--- config.mk ---
export PLATFORM = sky130hd
export DESIGN_NAME = pipeline_stall_controller
export DESIGN_NICKNAME = d
export VERILOG_FILES = /design/src/rtl/pipeline_ctrl_pkg.sv /design/src/rtl/hazard_detector.sv /design/src/rtl/pipeline_stall_controller.sv
export SDC_FILE = /design/constraint.sdc
export NUM_CORES = 1
export LEC_CHECK = 0
export BUFFER_PORTS_ARGS = -buffer_cell sky130_fd_sc_hd__buf_2
export CORE_MARGIN = 2
export CORE_UTILIZATION = 50
export DETAILED_ROUTE_END_ITERATION = 7
export HOLD_SLACK_MARGIN = 0.12
export PLACE_DENSITY = 0.83
export SLEW_MARGIN = 20
export SYNTH_ARGS = -nofsm -noshare
export SYNTH_HDL_FRONTEND = slang
export SYNTH_SLANG_ARGS = --single-unit
export TNS_END_PERCENT = 100
--- constraint.sdc ---
create_clock -name i_Clock -period 4.09 [get_ports i_Clock]
set_input_delay 0.818 -clock i_Clock [delete_from_list [all_inputs] [get_ports i_Clock]]
set_output_delay 0.818 -clock i_Clock [all_outputs]
set_load 0.02 [all_outputs]
--- src/rtl/pipeline_ctrl_pkg.sv ---
// Shared definitions for the pipeline stall controller: FSM encodings, default
// sizes and the source/destination register match rule.
package pipeline_ctrl_pkg;

    typedef enum logic [1:0] {
        ST_RUN      = 2'd0,
        ST_MEM_WAIT = 2'd1,
        ST_ERROR    = 2'd2,
        ST_RSVD     = 2'd3
    } ctrl_state_t;

    localparam int DEFAULT_MEM_TIMEOUT = 16;
    localparam int DEFAULT_CNT_W       = 16;
    localparam int REG_W               = 4;
    // Wide enough for the largest legal timeout (255).
    localparam int WAIT_W              = 8;

    function automatic logic src_match(
        input logic [REG_W-1:0] src_1,
        input logic [REG_W-1:0] src_2,
        input logic             two_src,
        input logic [REG_W-1:0] dest
    );
        return (src_1 == dest) || (two_src && (src_2 == dest));
    endfunction

endpackage

--- src/rtl/hazard_detector.sv ---
// Combinational data-hazard detection for the instruction in ID against the
// instructions in EX and MEM, with and without a forwarding unit.
module hazard_detector
    import pipeline_ctrl_pkg::*;
(
    input  logic             i_Forwarding_Enable,
    input  logic [REG_W-1:0] i_Src_1,
    input  logic [REG_W-1:0] i_Src_2,
    input  logic             i_Two_Src,
    input  logic [REG_W-1:0] i_EXE_Destination,
    input  logic             i_EXE_Write_Back_Enable,
    input  logic             i_EXE_Memory_Read,
    input  logic [REG_W-1:0] i_MEM_Destination,
    input  logic             i_MEM_Write_Back_Enable,
    output logic             o_Hazard
);

    logic w_exe_match;
    logic w_mem_match;

    assign w_exe_match = src_match(i_Src_1, i_Src_2, i_Two_Src, i_EXE_Destination);
    assign w_mem_match = src_match(i_Src_1, i_Src_2, i_Two_Src, i_MEM_Destination);

    // With forwarding only a load in EX cannot be bypassed in time.
    always_comb begin
        if (i_Forwarding_Enable) begin
            o_Hazard = i_EXE_Memory_Read && w_exe_match;
        end else begin
            o_Hazard = (i_EXE_Write_Back_Enable && w_exe_match) ||
                       (i_MEM_Write_Back_Enable && w_mem_match);
        end
    end

endmodule

--- src/rtl/pipeline_stall_controller.sv ---
// Pipeline freeze/flush/bubble controller with a memory-wait FSM and timeout.
// Optional saturating stall-cycle counter enabled by defining STALL_COUNTER_EN.
module pipeline_stall_controller
    import pipeline_ctrl_pkg::*;
#(
    parameter int MEM_TIMEOUT = DEFAULT_MEM_TIMEOUT,
    parameter int CNT_W       = DEFAULT_CNT_W
) (
    input  logic             i_Clock,
    input  logic             i_Reset,
    input  logic             i_Forwarding_Enable,
    input  logic [REG_W-1:0] i_Src_1,
    input  logic [REG_W-1:0] i_Src_2,
    input  logic             i_Two_Src,
    input  logic [REG_W-1:0] i_EXE_Destination,
    input  logic             i_EXE_Write_Back_Enable,
    input  logic             i_EXE_Memory_Read,
    input  logic [REG_W-1:0] i_MEM_Destination,
    input  logic             i_MEM_Write_Back_Enable,
    input  logic             i_Branch_Taken,
    input  logic             i_Mem_Request,
    input  logic             i_Mem_Ready,
    output logic             o_Freeze_PC,
    output logic             o_Freeze_IF_ID,
    output logic             o_Freeze_EX_MEM,
    output logic             o_Flush_IF_ID,
    output logic             o_Bubble_ID_EX,
    output logic [1:0]       o_State,
    output logic             o_Mem_Error
`ifdef STALL_COUNTER_EN
    ,
    output logic [CNT_W-1:0] o_Stall_Count
`endif
);

    localparam logic [WAIT_W-1:0] TIMEOUT_V = WAIT_W'(MEM_TIMEOUT);

    ctrl_state_t       r_state;
    ctrl_state_t       w_state_next;
    logic [WAIT_W-1:0] r_wait_cnt;
    logic [WAIT_W-1:0] w_wait_next;
    logic [WAIT_W-1:0] w_wait_inc;
    logic              w_mem_stall;
    logic              w_hazard;

    hazard_detector u_hazard_detector (
        .i_Forwarding_Enable     (i_Forwarding_Enable),
        .i_Src_1                 (i_Src_1),
        .i_Src_2                 (i_Src_2),
        .i_Two_Src               (i_Two_Src),
        .i_EXE_Destination       (i_EXE_Destination),
        .i_EXE_Write_Back_Enable (i_EXE_Write_Back_Enable),
        .i_EXE_Memory_Read       (i_EXE_Memory_Read),
        .i_MEM_Destination       (i_MEM_Destination),
        .i_MEM_Write_Back_Enable (i_MEM_Write_Back_Enable),
        .o_Hazard                (w_hazard)
    );

    assign w_mem_stall = i_Mem_Request && !i_Mem_Ready;
    assign w_wait_inc  = r_wait_cnt + WAIT_W'(1);
    assign o_State     = r_state;

    always_ff @(posedge i_Clock or posedge i_Reset) begin
        if (i_Reset) begin
            r_state    <= ST_RUN;
            r_wait_cnt <= '0;
        end else begin
            r_state    <= w_state_next;
            r_wait_cnt <= w_wait_next;
        end
    end

    always_comb begin
        w_state_next    = r_state;
        w_wait_next     = r_wait_cnt;
        o_Freeze_PC     = 1'b0;
        o_Freeze_IF_ID  = 1'b0;
        o_Freeze_EX_MEM = 1'b0;
        o_Flush_IF_ID   = 1'b0;
        o_Bubble_ID_EX  = 1'b0;
        o_Mem_Error     = 1'b0;

        case (r_state)
            ST_RUN, ST_MEM_WAIT: begin
                if (w_mem_stall) begin
                    // A pending memory access outranks branches and hazards.
                    o_Freeze_PC     = 1'b1;
                    o_Freeze_IF_ID  = 1'b1;
                    o_Freeze_EX_MEM = 1'b1;
                    if (r_state == ST_RUN) begin
                        w_state_next = ST_MEM_WAIT;
                        w_wait_next  = WAIT_W'(1);
                    end else if (w_wait_inc >= TIMEOUT_V) begin
                        w_state_next = ST_ERROR;
                        w_wait_next  = w_wait_inc;
                    end else begin
                        w_wait_next  = w_wait_inc;
                    end
                end else begin
                    w_state_next = ST_RUN;
                    w_wait_next  = '0;
                    if (i_Branch_Taken) begin
                        // The wrong-path instruction in ID is discarded, so its hazard is moot.
                        o_Flush_IF_ID  = 1'b1;
                        o_Bubble_ID_EX = 1'b1;
                    end else if (w_hazard) begin
                        o_Freeze_PC    = 1'b1;
                        o_Freeze_IF_ID = 1'b1;
                        o_Bubble_ID_EX = 1'b1;
                    end
                end
            end
            ST_ERROR: begin
                o_Freeze_PC     = 1'b1;
                o_Freeze_IF_ID  = 1'b1;
                o_Freeze_EX_MEM = 1'b1;
                o_Bubble_ID_EX  = 1'b1;
                o_Mem_Error     = 1'b1;
            end
            default: begin
                w_state_next = ST_RUN;
                w_wait_next  = '0;
            end
        endcase
    end

`ifdef STALL_COUNTER_EN
    logic [CNT_W-1:0] r_stall_cnt;

    always_ff @(posedge i_Clock or posedge i_Reset) begin
        if (i_Reset) begin
            r_stall_cnt <= '0;
        end else if (o_Freeze_PC && !(&r_stall_cnt)) begin
            r_stall_cnt <= r_stall_cnt + CNT_W'(1);
        end
    end

    assign o_Stall_Count = r_stall_cnt;
`endif

endmodule

==> reports/results.ini <==
[timing]
final.min_clock_period_ns = 2.91
setup_repair_after_global_routing_missed_its_margin = false
min_period_over_period_pct = 71.2
fin_tns_setup_ns = 0
hold_viol_final = 0
slew_headroom_pct = 50.1
finalMaxSlewViolations = 0
skew_ns = 0.00455
tightest_slew_ns = 0.747
max_fclk_ghz = 0.344
final.hold.worst_slack_ns = 0.520
finalSetupViolCount = 0

[placed_design]
detailedPlacementHpwl_mm = 1.40
finalWeightedCongestion = 0.825
port_buffer_count = 33

[global_route]
grt_start_max_net_pins = 13
grt_first_pass_wirelength_mm = 2.86
grt_use_total_pct = 20.1
grt_pass1_vias = 695
grt_antenna_before_repair = 0
overflow = 0

[power]
clockPowerShare_pct = 29.3
seq_pwr_share_pct = 45.9
power.switching_fraction_pct = 28.0
p_leak_nw = 0.476
irDropWorstVdd_uv = 178
internal_power_mw = 0.160
comb_power_share_pct = 24.7
p_switching_mw = 0.0621
power.density_cell_area_mw_per_mm2 = 223

[floorplan]
core_area_mm2 = 0.00151
initial_core_util_pct = 53.1
floorplan.die_area_mm2 = 0.00193
num_io_pins = 34
dieWidth_um = 44.0
rows = 14
die_height_um = 44.0

[cells_and_area]
n_antenna_cell = 0
layout-area-overhead-vs-synth_pct = 24.4
layout.cells.most_common = buf_2
drive_above_1_share_pct = 34.1
layout_common_cells = buf_2 (33), xor2_1 (11), dfrtp_1 (10), nand3_1 (9)
num-nets-final = 155
final_util_pct = 66.0
fillers = 122

[cts]
clk_transition_reported_paths_ns = 0.06
cts.htree.levels = 1
cts_tree = built
ctsLongestPathBuffers = 2
post_cts_buffers = 0
cts_repair_resize_count = 0
cts_root_buffer = clkbuf_4
worst_skew_pair.late_latency_ns = 0.26
clock_sinks = 10
number_of_buffers_created_by_cts = 3
cts_hold_repair.buffers = 0

[hold_path]
timing.hold.worst.class = in -> async

[critical_path]
combined_buffer_and_inverter_count_along_the_critical_path = 2
worstSetupStartpoint = i_Src_1[3]
worst_path_largest_cell_delay_ns = 0.35
timing.critical_path.cells = buf_2 -> xnor2_1 -> nand3_1 -> nor4b_1 -> nor3_1 -> o31ai_2 -> buf_2
crit_slowest_cell = nor4b_1
critPathLaunchType = input port
timing.critical_path.arrival_ns = 2.09
cp_max_fo = 2
critical_path_class = in -> out
worstSetupEndpointType = output port
critical_path.top_delay_family = simple AND/OR/NAND/NOR gates
worstReg2RegStart = o_State[1]
worst_ep_required_time_ns = 3.27
path_depth = 7
timing.reg2reg.worst_path_depth = 3
worst_path_most_repeated_cell = buf_2

[synth]
proportion_of_synthesized_chip_area_in_sequential_cells_pct = 31.3
ys_ff_latch = 10
post_synth_instance_area_um2 = 800
post_synth_inst_count = 92
synth.net_count = 119
yosysWarningCount = 0
postSynthAreaPerCell_um2 = 8.69
ys_types = 34

[detailed_routing]
total_number_of_vias = 772
via_per_inst = 5.44
drc = 0
avgRoutedWirePerCell_um = 12.3
wirelength_mm = 1.74
drt_iter0_markers = 18
ant_nets = 0
drt-pass1-iter-count = 4

[job]
cap_viol_max_count = 0

[outcome]
outcome = finished, final reports clean

==> final timing paths <==
check                                      end  slack, ns
max in group asynchronous        r_wait_cnt[0]       3.29
worst min register to register   r_wait_cnt[0]       0.55
worst max-delay path            o_Freeze_IF_ID       1.18
min in group i_Clock             r_wait_cnt[0]       0.55
worst max register to register   r_wait_cnt[5]       2.61
worst min-delay path             r_wait_cnt[7]       0.52
==> power groups by stage <==
stage | logic [mW] | clock network, mW | registers (mW)
CTS | 0.0553 | 0.0684 | 0.102
global route | 0.0608 | 0.0711 | 0.102
global placement | 0.0534 | 0 | 0.104
floorplan | 0.0306 | 0 | 0.104
finish | 0.0548 | 0.0650 | 0.102
detailed placement | 0.0549 | 0 | 0.104
==> cell families (layout without fill, tap and decap cells) <==
family / count (synthesis) / in the layout / synth area share [%]
buffers and inverters: 7 / 41 / 3.91
AOI/OAI and AO/OA: 19 / 19 / 17.2
adders and majority gates: 1 / 1 / 1.56
muxes: 1 / 1 / 1.41
xor gates and xnor gates: 19 / 19 / 20.8
and+or+nand+nor: 35 / 35 / 23.8
DFF: 10 / 10 / 31.3
==> state kept, by name, indices dropped and copies added (netlist names) <==
register,cells
o_State,2
r_wait_cnt,8
==> per-layer routing <==
metal  wire length, µm  track usage, %  vias to the layer above
li1                  -               -                      395
met1               723            23.2                      348
met2               899            35.6                       23
met3                89            2.92                        6
met4                32            10.3                        0
met5                 0               0                        -
==> final cells by class <==
| cell class | instances | area [µm²] | share of cell area (%) |
|---|---|---|---|
| timing repair buffer | 33 | 165 | 16.6 |
| clock buffer | 3 | 22.5 | 2.26 |
| inverter | 5 | 18.8 | 1.89 |
| sequential | 10 | 250 | 25.2 |
| multi-input combinational | 75 | 518 | 52.1 |
| tap | 16 | 20.0 | 2.01 |
==> cells in the mapped netlist <==
cell | instances | area, µm²
o21ai_0 | 6 | 30.0
a211oi_1 | 1 | 7.51
buf_4 | 1 | 7.51
nor3_1 | 2 | 10.0
a32o_1 | 1 | 10.0
nor2_1 | 8 | 30.0
a21oi_1 | 3 | 15.0
xnor2_1 | 8 | 70.1
nor2b_1 | 2 | 12.5
buf_2 | 1 | 5.00
ha_1 | 1 | 12.5
nand4b_1 | 1 | 8.76
and3_1 | 1 | 6.26
nand2_1 | 5 | 18.8
o41ai_2 | 1 | 16.3
xor2_1 | 11 | 96.3
nor4b_1 | 1 | 8.76
nand3_1 | 9 | 45.0
nor4_2 | 1 | 12.5
o21bai_1 | 1 | 7.51
o2bb2ai_1 | 1 | 8.76
nand2_2 | 1 | 6.26
o21ai_2 | 1 | 8.76
and2_1 | 1 | 6.26
inv_1 | 5 | 18.8
mux2_2 | 1 | 11.3
dfrtp_1 | 10 | 250
nor4_1 | 1 | 6.26
o22ai_1 | 1 | 6.26
nor3b_2 | 1 | 12.5
o31ai_1 | 1 | 7.51
o21a_1 | 1 | 7.51
o31ai_2 | 1 | 12.5
nand4_1 | 1 | 6.26
==> stage by stage <==
stage	power, mW	setup WS (ns)	std cells	instance area, µm²
2_1_floorplan	0.135	1.21	92	800
3_3_place_gp	0.157	1.29	139	972
3_5_place_dp	0.159	1.19	139	972
4_1_cts	0.225	1.18	142	995
5_1_grt	0.234	1.10	142	995
6_report	0.222	1.18	142	995
Power figures use the tool's default switching activity.
